## config.mk

```make
export PLATFORM = sky130hd
export DESIGN_NAME = wb_trace_buffer_flat
export DESIGN_NICKNAME = d
export VERILOG_FILES = /design/src/rtl/wb_trace_pkg.sv /design/src/rtl/wb_trace_if.sv /design/src/rtl/wb_trace_fifo.sv /design/src/rtl/wb_trace_buffer.sv /design/src/flat_wrapper.sv
export SDC_FILE = /design/constraint.sdc
export NUM_CORES = 2
export LEC_CHECK = 0
export ABC_AREA = 1
export CAP_MARGIN = 20
export CORE_MARGIN = 3
export CORE_UTILIZATION = 35
export DETAILED_ROUTE_END_ITERATION = 16
export PLACE_DENSITY = 0.61
export SYNTH_ARGS = -nofsm -noshare
export SYNTH_HDL_FRONTEND = slang
export SYNTH_SLANG_ARGS = --single-unit
```

## constraint.sdc

```tcl
create_clock -name clk -period 33.3 [get_ports clk]
set_input_delay 9.99 -clock clk [delete_from_list [all_inputs] [get_ports clk]]
set_output_delay 9.99 -clock clk [all_outputs]
set_load 0.005 [all_outputs]
```

## src/rtl/wb_trace_pkg.sv

```systemverilog
// Shared types and entry layout for the write-back trace buffer.
// WB_TRACE_TIMESTAMP_EN widens each entry with a 32-bit capture timestamp.
package wb_trace_pkg;
   localparam int DATA_W   = 32;
   localparam int ADDR_W   = 4;
   localparam int DATA_LSB = 0;
   localparam int ADDR_LSB = 32;
   localparam int PORT_BIT = 36;
   localparam int BASE_W   = 37;
   localparam int TS_W     = 32;
   localparam int TS_LSB   = 37;
   localparam int DROP_W   = 16;
`ifdef WB_TRACE_TIMESTAMP_EN
   localparam int ENTRY_W  = BASE_W + TS_W;
`else
   localparam int ENTRY_W  = BASE_W;
`endif

   typedef enum logic [1:0] {
      ST_IDLE    = 2'd0,
      ST_CAPTURE = 2'd1,
      ST_STOPPED = 2'd2
   } state_e;
endpackage

```

## src/rtl/wb_trace_if.sv

```systemverilog
// Register-file write ports observed by the trace buffer, plus the trace read port.
// Read handshake: an entry transfers on a rising edge with rd_valid && rd_ready; rd_valid never depends on rd_ready and rd_data holds while stalled.
interface wb_trace_if;
   import wb_trace_pkg::*;
   logic [1:0]         RegWriteW;
   logic [3:0]         wa3;
   logic [31:0]        wd3;
   logic [3:0]         wa3_2;
   logic [31:0]        wd3_2;
   logic               rd_valid;
   logic               rd_ready;
   logic [ENTRY_W-1:0] rd_data;

   modport master (output RegWriteW, wa3, wd3, wa3_2, wd3_2, rd_ready,
                   input  rd_valid, rd_data);
   modport slave  (input  RegWriteW, wa3, wd3, wa3_2, wd3_2, rd_ready,
                   output rd_valid, rd_data);
endinterface

```

## src/rtl/wb_trace_fifo.sv

```systemverilog
// Circular buffer with two ordered write ports and one read port.
// Room is judged on occupancy before the same-cycle pop; accepted pushes are reported back.
module wb_trace_fifo #(
   parameter int DEPTH = 16,
   parameter int W     = 37
) (
   input  logic                     clk,
   input  logic                     reset,
   input  logic                     clear,
   input  logic                     push0,
   input  logic                     push1,
   input  logic [W-1:0]             din0,
   input  logic [W-1:0]             din1,
   input  logic                     pop,
   output logic [W-1:0]             dout,
   output logic [$clog2(DEPTH):0]   count,
   output logic                     acc0,
   output logic                     acc1
);
   localparam int PW = $clog2(DEPTH);
   localparam int CW = PW + 1;

   logic [W-1:0]  mem_q [DEPTH];
   logic [W-1:0]  mem_d [DEPTH];
   logic [PW-1:0] wr_q, wr_d, rd_q, rd_d, wr_nx;
   logic [CW-1:0] cnt_q, cnt_d, free;
   logic          do_pop;

   always_comb begin
      free   = CW'(DEPTH) - cnt_q;
      acc0   = push0 && (free != '0);
      acc1   = push1 && (push0 ? (free >= CW'(2)) : (free != '0));
      do_pop = pop && (cnt_q != '0);
      wr_nx  = wr_q + PW'(1);
      mem_d  = mem_q;
      wr_d   = wr_q;
      rd_d   = rd_q;
      cnt_d  = cnt_q;
      if (clear) begin
         wr_d  = '0;
         rd_d  = '0;
         cnt_d = '0;
      end else begin
         if (acc0) mem_d[wr_q] = din0;
         // Port 2 lands behind port 1 when both are accepted.
         if (acc1) mem_d[acc0 ? wr_nx : wr_q] = din1;
         wr_d  = wr_q + PW'(acc0) + PW'(acc1);
         rd_d  = rd_q + PW'(do_pop);
         cnt_d = cnt_q + CW'(acc0) + CW'(acc1) - CW'(do_pop);
      end
   end

   always_ff @(posedge clk or posedge reset) begin
      if (reset) begin
         for (int i = 0; i < DEPTH; i++) mem_q[i] <= '0;
         wr_q  <= '0;
         rd_q  <= '0;
         cnt_q <= '0;
      end else begin
         mem_q <= mem_d;
         wr_q  <= wr_d;
         rd_q  <= rd_d;
         cnt_q <= cnt_d;
      end
   end

   assign count = cnt_q;
   assign dout  = (cnt_q != '0) ? mem_q[rd_q] : '0;
endmodule

```

## src/rtl/wb_trace_buffer.sv

```systemverilog
// Write-back trace buffer: session FSM, watch/post-count stop, drop counter, FIFO.
// WB_TRACE_TIMESTAMP_EN adds a free-running cycle counter stored with each entry.
module wb_trace_buffer
   import wb_trace_pkg::*;
#(
   parameter int DEPTH       = 16,
   parameter int WATCH_REG   = 0,
   parameter int POST_WRITES = 4
) (
   input  logic                   clk,
   input  logic                   reset,
   input  logic                   start,
   input  logic                   stop,
   input  logic [31:0]            watch_val,
   wb_trace_if.slave              wb,
   output logic [$clog2(DEPTH):0] count,
   output logic [DROP_W-1:0]      drop_cnt,
   output logic                   hit,
   output logic [1:0]             state,
   output logic                   done
);
   localparam logic [3:0] WREG      = 4'(WATCH_REG);
   localparam logic [7:0] POST_INIT = 8'(POST_WRITES);

   state_e              state_q, state_d;
   logic                hit_q, hit_d;
   logic [7:0]          post_q, post_d;
   logic [DROP_W-1:0]   drop_q, drop_d;
   logic [DROP_W:0]     drop_sum;
   logic                do_start, en0, en1, hit0, hit1, acc0, acc1, exhaust;
   logic [1:0]          n_wr, n_drop;
   logic [ENTRY_W-1:0]  ent0, ent1;

`ifdef WB_TRACE_TIMESTAMP_EN
   logic [31:0] ts_q, ts_d;
   always_comb ts_d = ts_q + 32'd1;
   always_ff @(posedge clk or posedge reset) begin
      if (reset) ts_q <= '0;
      else       ts_q <= ts_d;
   end
   assign ent0 = {ts_q, 1'b0, wb.wa3,   wb.wd3};
   assign ent1 = {ts_q, 1'b1, wb.wa3_2, wb.wd3_2};
`else
   assign ent0 = {1'b0, wb.wa3,   wb.wd3};
   assign ent1 = {1'b1, wb.wa3_2, wb.wd3_2};
`endif

   // Start (without stop) clears the session, so its own cycle's writes are not recorded.
   assign do_start = start && !stop;
   assign en0      = wb.RegWriteW[0] && (state_q == ST_CAPTURE) && !do_start;
   assign en1      = wb.RegWriteW[1] && (state_q == ST_CAPTURE) && !do_start;
   assign hit0     = en0 && (wb.wa3   == WREG) && (wb.wd3   == watch_val);
   assign hit1     = en1 && (wb.wa3_2 == WREG) && (wb.wd3_2 == watch_val);
   assign n_wr     = {1'b0, en0} + {1'b0, en1};
   assign n_drop   = {1'b0, en0 && !acc0} + {1'b0, en1 && !acc1};
   assign drop_sum = {1'b0, drop_q} + (DROP_W+1)'(n_drop);

   wb_trace_fifo #(.DEPTH(DEPTH), .W(ENTRY_W)) u_fifo (
      .clk   (clk),
      .reset (reset),
      .clear (do_start),
      .push0 (en0),
      .push1 (en1),
      .din0  (ent0),
      .din1  (ent1),
      .pop   (wb.rd_ready),
      .dout  (wb.rd_data),
      .count (count),
      .acc0  (acc0),
      .acc1  (acc1)
   );

   always_comb begin
      state_d = state_q;
      hit_d   = hit_q;
      post_d  = post_q;
      drop_d  = drop_q;
      exhaust = 1'b0;
      if (do_start) begin
         hit_d  = 1'b0;
         post_d = '0;
         drop_d = '0;
      end else if (state_q == ST_CAPTURE) begin
         drop_d = drop_sum[DROP_W] ? {DROP_W{1'b1}} : drop_sum[DROP_W-1:0];
         if (!hit_q) begin
            if (hit0 || hit1) begin
               hit_d   = 1'b1;
               post_d  = POST_INIT;
               exhaust = (POST_INIT == 8'd0);
            end
         end else begin
            post_d  = (post_q > {6'd0, n_wr}) ? post_q - {6'd0, n_wr} : 8'd0;
            exhaust = (post_d == 8'd0);
         end
      end
      if (stop)         state_d = ST_STOPPED;
      else if (start)   state_d = ST_CAPTURE;
      else if (exhaust) state_d = ST_STOPPED;
   end

   always_ff @(posedge clk or posedge reset) begin
      if (reset) begin
         state_q <= ST_IDLE;
         hit_q   <= 1'b0;
         post_q  <= '0;
         drop_q  <= '0;
      end else begin
         state_q <= state_d;
         hit_q   <= hit_d;
         post_q  <= post_d;
         drop_q  <= drop_d;
      end
   end

   assign wb.rd_valid = (count != '0);
   assign drop_cnt    = drop_q;
   assign hit         = hit_q;
   assign state       = state_q;
   assign done        = (state_q == ST_STOPPED) && (count == '0);
endmodule

```

## src/flat_wrapper.sv

```systemverilog
// flat-port wrapper written by rule: the top's interface ports become plain ports
module wb_trace_buffer_flat import wb_trace_pkg::*;
#(
   parameter int DEPTH       = 16,
   parameter int WATCH_REG   = 0,
   parameter int POST_WRITES = 4
)
  (clk, reset, start, stop, watch_val, count, drop_cnt, hit, state, done, wb_RegWriteW, wb_wa3, wb_wd3, wb_wa3_2, wb_wd3_2, wb_rd_ready, wb_rd_valid, wb_rd_data);
  wb_trace_if wb_i ();
  input  logic clk;
  input  logic reset;
  input  logic start;
  input  logic stop;
  input  logic [31:0] watch_val;
  output logic [$clog2(DEPTH):0] count;
  output logic [DROP_W-1:0] drop_cnt;
  output logic hit;
  output logic [1:0] state;
  output logic done;
  input wire logic [$bits(wb_i.RegWriteW)-1:0] wb_RegWriteW;
  input wire logic [$bits(wb_i.wa3)-1:0] wb_wa3;
  input wire logic [$bits(wb_i.wd3)-1:0] wb_wd3;
  input wire logic [$bits(wb_i.wa3_2)-1:0] wb_wa3_2;
  input wire logic [$bits(wb_i.wd3_2)-1:0] wb_wd3_2;
  input wire logic [$bits(wb_i.rd_ready)-1:0] wb_rd_ready;
  output wire logic [$bits(wb_i.rd_valid)-1:0] wb_rd_valid;
  output wire logic [$bits(wb_i.rd_data)-1:0] wb_rd_data;
  assign wb_i.RegWriteW = wb_RegWriteW;
  assign wb_i.wa3 = wb_wa3;
  assign wb_i.wd3 = wb_wd3;
  assign wb_i.wa3_2 = wb_wa3_2;
  assign wb_i.wd3_2 = wb_wd3_2;
  assign wb_i.rd_ready = wb_rd_ready;
  assign wb_rd_valid = wb_i.rd_valid;
  assign wb_rd_data = wb_i.rd_data;
  wb_trace_buffer #(.DEPTH(DEPTH), .WATCH_REG(WATCH_REG), .POST_WRITES(POST_WRITES)) u_core (.clk(clk), .reset(reset), .start(start), .stop(stop), .watch_val(watch_val), .wb(wb_i), .count(count), .drop_cnt(drop_cnt), .hit(hit), .state(state), .done(done));
endmodule
```

# Word level (Yosys, flattened, before mapping)
# Index checks and enable logic that the tools add are counted.
# Widths: inputs -> output; s select.
[classes]
addsub = 12
mul = 0
div = 0
magnitude_cmp = 7
eq_ne = 4
shift = 0
n_mux = 36
n_bitwise = 3
reduce_logical = 32
[op_table]
columns = ["op", "count"]
rows = [
  ["$mux 592", 3],
  ["$bwmux 592", 2],
  ["$demux 37 s4", 2],
  ["$mux 37", 5],
  ["$bmux 37 s4", 1],
  ["$eq 32x32->1", 2],
  ["$mux 16", 3],
  ["$mux 8", 5],
  ["$add 16x2->17", 1],
  ["$logic_and 1x1->1", 17],
  ["$ge 5x5->1 const B", 3],
  ["$not 4->5", 3],
  ["$add 4x1->4", 3],
  ["$mux 4", 3],
  ["$add 5x1->5", 2],
  ["$lt 5x1->1 const B", 2],
  ["$reduce_bool 5->1", 2],
  ["$gt 8x2->1", 1],
  ["$logic_not 4->1", 2],
  ["$logic_not 8->1", 1],
  ["$mux 1", 8],
  ["$sub 8x2->8", 1],
  ["$mux 2", 3],
  ["$reduce_bool 3->1", 2],
  ["other kinds (13)", 17],
]
[word_totals]
reg_bits = 632
latch_bits = 0
mem_bits_rw = 0
mem_bits_ro = 0
in_bits = 111
memories = 0

# Longest topological paths before layout
[logic_depth]
word_depth = 14
ltp_mapped = 22
ltp_nobuf = 22

# Cells and area by module
# From an unflattened synthesis, not the netlist that was laid out.
[unflattened]
cells_unflattened = 8585
hier_area_um2 = 50422.1
[modules_own_cells]
columns = ["module", "instances", "cells_per_inst", "area_per_inst_um2", "seq_area_each_um2"]
rows = [
  ["wb_trace_fifo", 1, 8174, 47619.4, 15139.5],
  ["wb_trace_buffer", 1, 411, 2802.7, 675.6],
]

# Worst setup path after synthesis
# Ideal clock, no wire load.
[synth_path]
kind = "input -> register"
from = "input stop"
to = "register u_core.drop_q[2] (netlist: u_core.drop_cnt[2])"
setup_ns = 0.083
arrival_time_ns = 12.177
t_required_ns = 33.217
slack_ns = 21.041
stages = 18
cell_sequence = "inv_2 nand2_2 nand2_2 nor2_4 nand3_1 nand2_1 nand2_1 fa_1 inv_1 ha_1 nand2_1 nor2_1 nand2_1 inv_1 nand3_1 inv_1 a21oi_1 o21ai_0"
[synth_via]
elab_chain_cells = 13
[synth_rtl]
columns = ["item", "line_no", "rtl"]
rows = [
  ["start: declaration", "flat_wrapper.sv:13", "input logic stop;"],
  ["$logic_not 1->1 (*)", "wb_trace_buffer.sv:49", "assign do_start = start && !stop;"],
  ["$logic_and 1x1->1 (*)", "wb_trace_buffer.sv:49", ""],
  ["$logic_not 1->1", "wb_trace_buffer.sv:50, wb_trace_buffer.sv:51", ""],
  ["$logic_and 1x1->1", "wb_trace_buffer.sv:50", "assign en0 = wb.RegWriteW[0] && (state_q == ST_CAPTURE) && !do_start;"],
  ["$mux 1", "wb_trace_fifo.sv:32", "acc1 = push1 && (push0 ? (free >= CW'(2)) : (free != '0));"],
  ["$logic_and 1x1->1", "wb_trace_fifo.sv:32", ""],
  ["$logic_not 1->1", "wb_trace_buffer.sv:55", "assign n_drop = {1'b0, en0 && !acc0} + {1'b0, en1 && !acc1};"],
  ["$logic_and 1x1->1", "wb_trace_buffer.sv:55", ""],
  ["$add 1x1->2", "wb_trace_buffer.sv:55", ""],
  ["$add 16x2->17", "wb_trace_buffer.sv:56", "assign drop_sum = {1'b0, drop_q} + (DROP_W+1)'(n_drop);"],
  ["$mux 16", "wb_trace_buffer.sv:84", "drop_d = drop_sum[DROP_W] ? {DROP_W{1'b1}} : drop_sum[DROP_W-1:0];"],
  ["$mux 16", "wb_trace_buffer.sv:83", "end else if (state_q == ST_CAPTURE) begin"],
  ["$mux 16", "wb_trace_buffer.sv:79", "if (do_start) begin"],
  ["end signal: assignment", "wb_trace_buffer.sv:111", "drop_q <= drop_d;"],
  ["end: declaration", "wb_trace_buffer.sv:28", "logic [DROP_W-1:0] drop_q, drop_d;"],
]
# Mark *: on every way between the ends. The rest lies on a longest branch, timed or not. The select of a mux whose other input is x is not followed.
# A chain may end at the register's enable or synchronous reset.

# Worst setup path after layout
[layout_path]
from = "register u_core.u_fifo.rd_q[0]"
to = "output wb_rd_data[20]"
[layout_via]
elab_chain_cells = 5
[layout_rtl]
columns = ["item", "line_no", "rtl"]
rows = [
  ["start: declaration", "wb_trace_fifo.sv:25", "logic [PW-1:0] wr_q, wr_d, rd_q, rd_d, wr_nx;"],
  ["start signal: assignment", "wb_trace_fifo.sv:62", "rd_q <= rd_d;"],
  ["$not 4->5 (implied by the code)", "wb_trace_fifo.sv:68", "assign dout = (cnt_q != '0) ? mem_q[rd_q] : '0;"],
  ["$bmux 37 s4", "wb_trace_fifo.sv:68", ""],
  ["$mux 37 (implied by the code) (2 in a row)", "wb_trace_fifo.sv:68", ""],
  ["$mux 37", "wb_trace_fifo.sv:68", ""],
  ["end: declaration", "flat_wrapper.sv:27", "output wire logic [$bits(wb_i.rd_data)-1:0] wb_rd_data;"],
]
# Every way passes these cells. The select of a mux whose other input is x is not followed.

==> key figures <==
Synth
  – Mapped cell area: 43400 um2
  – Seq/Total Area, Yosys: 36.4%
  – Post-Synthesis Cells: 6735
  – Synth Warn #: 0
  – Area share of the largest cell type after synthesis: 36.4%
  – Synthesized area per cell: 6.44 um2
  – Synth Register Bits: 632
  – Syn_nets: 6871
  – Synth top area cells: dfrtp_1, nand2_1, inv_1, o21ai_0, nand4_1
  – Synth cell types: 38
  – Yosys top cell by area: dfrtp_1

Power
  – Leak: 26.5 nW
  – Pwr/cell area: 61.2 nW/um2
  – Power, Total: 0.00294 W
  – Peak VDD IR: 0.0493 mV

Drt
  – DRT met1 WL: 71900 um
  – DRC: 0
  – Wirelength, routed: 177000 um
  – Post-DR wirelength/cell: 21.7 um
  – Via Count: 44900
  – Met3 routed WL: 16600 um
  – DR iter-0 viols: 5393
  – DR pass1 iterations: 6
  – Vias per std cell: 5.51
  – WL met2: 78200 um
  – ANT nets after route: 0
  – Top Metal Used: met5

Worst setup path
  – CP bufs+invs: 4
  – Delay-heaviest family, CP: buffers and inverters
  – CP most frequent cell: buf_4
  – Crit path kind: flip-flop to primary output
  – Slowest stage delay, CP: 0.87 ns
  – Worst setup EP type: primary output
  – Critical Path RT: 23.31 ns
  – Critical-path cell list: inv_8 > buf_4 > buf_4 > nor2_1 > o221ai_1 > o211ai_1 > a21oi_1 > clkdlybuf4s50_1
  – Max Fanout on Critical Path: 140
  – Arr. time, crit path: 5.80 ns
  – Kind of start point of the critical path: flip-flop
  – CP max-delay cell: buf_4

CTS
  – TritonCTS sink count: 632
  – Cts repair resizes: 0
  – CTS Buf Count: 73
  – Number of hold buffers added after CTS: 0
  – Post-CTS setup buffer count: 0
  – CTS tree: done
  – Clk_lat worst skew: 0.65 ns
  – Root Buffer Master: clkbuf_16
  – Max Root-Sink Buffers: 3
  – Worst-path clk slew: 0.06 ns
  – Maximum level of the CTS H-tree: 3

GRT
  – First-pass GRT wire length: 266000 um
  – Initial antenna violation count: 4
  – Largest net degree at the start of global routing: 178
  – Vias in the first global route: 41400
  – GRT Resource Usage Total: 27.1%
  – Gr ovfl total: 0

Min path
  – Hold crit path type: flip-flop to flip-flop

Timing
  – Final Critical Period: 15.79 ns
  – Period utilization: 47.4%
  – Worst-Margin Slew: 1.21 ns
  – RSZ-0062 raised after global routing: false
  – Rel. slew slack: 19.1%
  – FMAX: 63.3 MHz
  – Slew Viols, Final: 0
  – Final hold violation count: 0
  – Setup-failing EPs final: 0
  – Clock Skews: 0.0215 ns
  – Final TNS setup: 0 ns

Floorplanning
  – Die area: 128000 um2
  – Die X: 358 um
  – Die Span Y: 358 um
  – I/O pin total: 174
  – Initial Util: 35.5%
  – Site Rows: 128
  – Core Box Area: 122000 um2

Layout
  – Synth-to-Final Area Change: 10.6%
  – Design area: 48000 um2
  – Final core occ: 39.2%
  – Final Non-Filler Cells: 8161
  – Layout Nets: 6616
  – Ratio of cells with drive above 1 in the final layout: 3.55%
  – Antenna Cells: 0

Placement
  – Dpl hpwl: 90000 um
  – DP Cell Count: 8028
  – Area post-placement: 45500 um2
  – RePlAce Congestion: 0.834
  – IO Port Bufs: 173

Job
  – Max Cap Viol: 0

Outcome
  – Status: finished, final reports clean
metal layers:
metal	global-route usage, %	vias to the layer above
li1	-	20800
met1	36.0	21500
met5	0	-
met2	42.7	2263
met3	3.99	436
met4	13.9	6
per-stage QoR:
| step | setup slack [ns] | hold slack [ns] |
|---|---|---|
| final | 17.51 | 0.478 |
| after global routing | 17.32 | 0.503 |
| after CTS | 17.58 | 0.479 |
| after detailed placement | 17.89 | 0.463 |
| after global placement | 17.97 | 0.459 |
| after floorplan | 5.61 | 0.442 |
synth_stat cells:
master	instances
inv_1	1285
buf_2	154
nand2_2	3
nand3b_1	1
xnor2_1	51
nand3_2	4
buf_1	27
xor2_1	12
o22ai_1	47
nand4_1	585
a21oi_4	1
nor2_2	5
nor4_1	1
o21ai_0	895
nand3_4	13
o221ai_1	100
or2_2	2
a21oi_1	49
nor2_1	353
nor3_1	8
nand3_1	73
o21ai_1	2
dfrtp_1	632
inv_6	1
ha_1	20
o21ai_2	1
inv_2	5
o211ai_1	47
nand2_1	1949
a31oi_1	1
buf_6	2
buf_4	13
o21a_1	1
o21ai_4	1
clkbuf_1	361
clkinv_1	22
fa_1	5
nor2_4	3
path summary, 6_finish.rpt:
| path | startpoint | endpoint | slack (ns) | depth (start not counted) |
|---|---|---|---|---|
| setup / recovery | u_core.u_fifo.rd_q[0]$_DFF_PP0_ | wb_rd_data[20] | 17.51 | 8 |
| hold / removal | u_core.u_fifo.mem_q[258]$_DFFE_PP0P_ | u_core.u_fifo.mem_q[258]$_DFFE_PP0P_ | 0.48 | 2 |
| setup reg to reg | u_core.u_fifo.count[1]$_DFF_PP0_ | u_core.u_fifo.mem_q[410]$_DFFE_PP0P_ | 27.61 | 17 |
| hold reg to reg | u_core.u_fifo.mem_q[258]$_DFFE_PP0P_ | u_core.u_fifo.mem_q[258]$_DFFE_PP0P_ | 0.48 | 2 |
| max in group asynchronous | reset | u_core.u_fifo.mem_q[371]$_DFFE_PP0P_ | 20.05 | 5 |
| min in group asynchronous | reset | u_core.post_q[2]$_DFFE_PP0P_ | 9.90 | 2 |
tightest hold or removal path: stages (launching register included):
cell	delay [ns]
dfrtp_1	0.34
nand2_1	0.05
nand2_1	0.05
cells by family (layout without fill, tap and decap cells):
logic type      Yosys count  after routing  share of synthesized area (%)
simple gates           3000           3000                           30.2
flops                   632            632                           36.4
buf+inv                1870           1671                           16.8
compound gates         1145           1145                           14.5
fa+ha+maj                25             25                          0.807
xor+xnor                 63             63                           1.27
cell usage in the layout, fill, tap and decap left out, types with 5 or more instances in the layout:
cell type        synthesis  layout
nor3_1                   8       8
clkinv_2                 0       5
a21oi_1                 49      49
clkbuf_16                0      77
nand2_1               1949    1937
nand3_1                 73      69
dfrtp_1                632     628
nor2_1                 353     353
xor2_1                  12      12
nand3_4                 13      18
clkdlybuf4s50_1          0     173
nand2_4                  0      12
nor2_4                   3       5
inv_2                    5       5
clkinv_1                22      20
fa_1                     5       5
clkbuf_8                 0      22
o21ai_0                895     895
o211ai_1                47      47
inv_1                 1285    1282
nand4_1                585     585
o22ai_1                 47      47
ha_1                    20      19
buf_4                   13      49
clkbuf_1               361      19
inv_6                    1       5
o221ai_1               100     100
xnor2_1                 51      51
report_power, final:
part	total (W)	switching [W]	internal, W
clock network	0.000860	0.000356	0.000503
registers	0.000937	0.0000815	0.000856
logic	0.00114	0.000759	0.000379
state kept, by name, indices dropped and copies added, names as in the netlist:
register	flops
u_core.state	2
u_core.post_q	8
u_core.u_fifo.count	5
u_core.u_fifo.wr_q	4
u_core.u_fifo.rd_q	4
u_core.drop_cnt	16
u_core.u_fifo.mem_q	592
u_core.hit	1
layout make-up:
type / count / area [um2]
clock buffer: 118 / 2300
tap: 1625 / 2030
inverter: 1313 / 4970
fill: 13000 / 74400
sequential: 632 / 15800
multi-input combinational: 4233 / 20500
timing repair buffer: 227 / 2210
clock inverter: 13 / 179
Power figures use the tool's default switching activity.
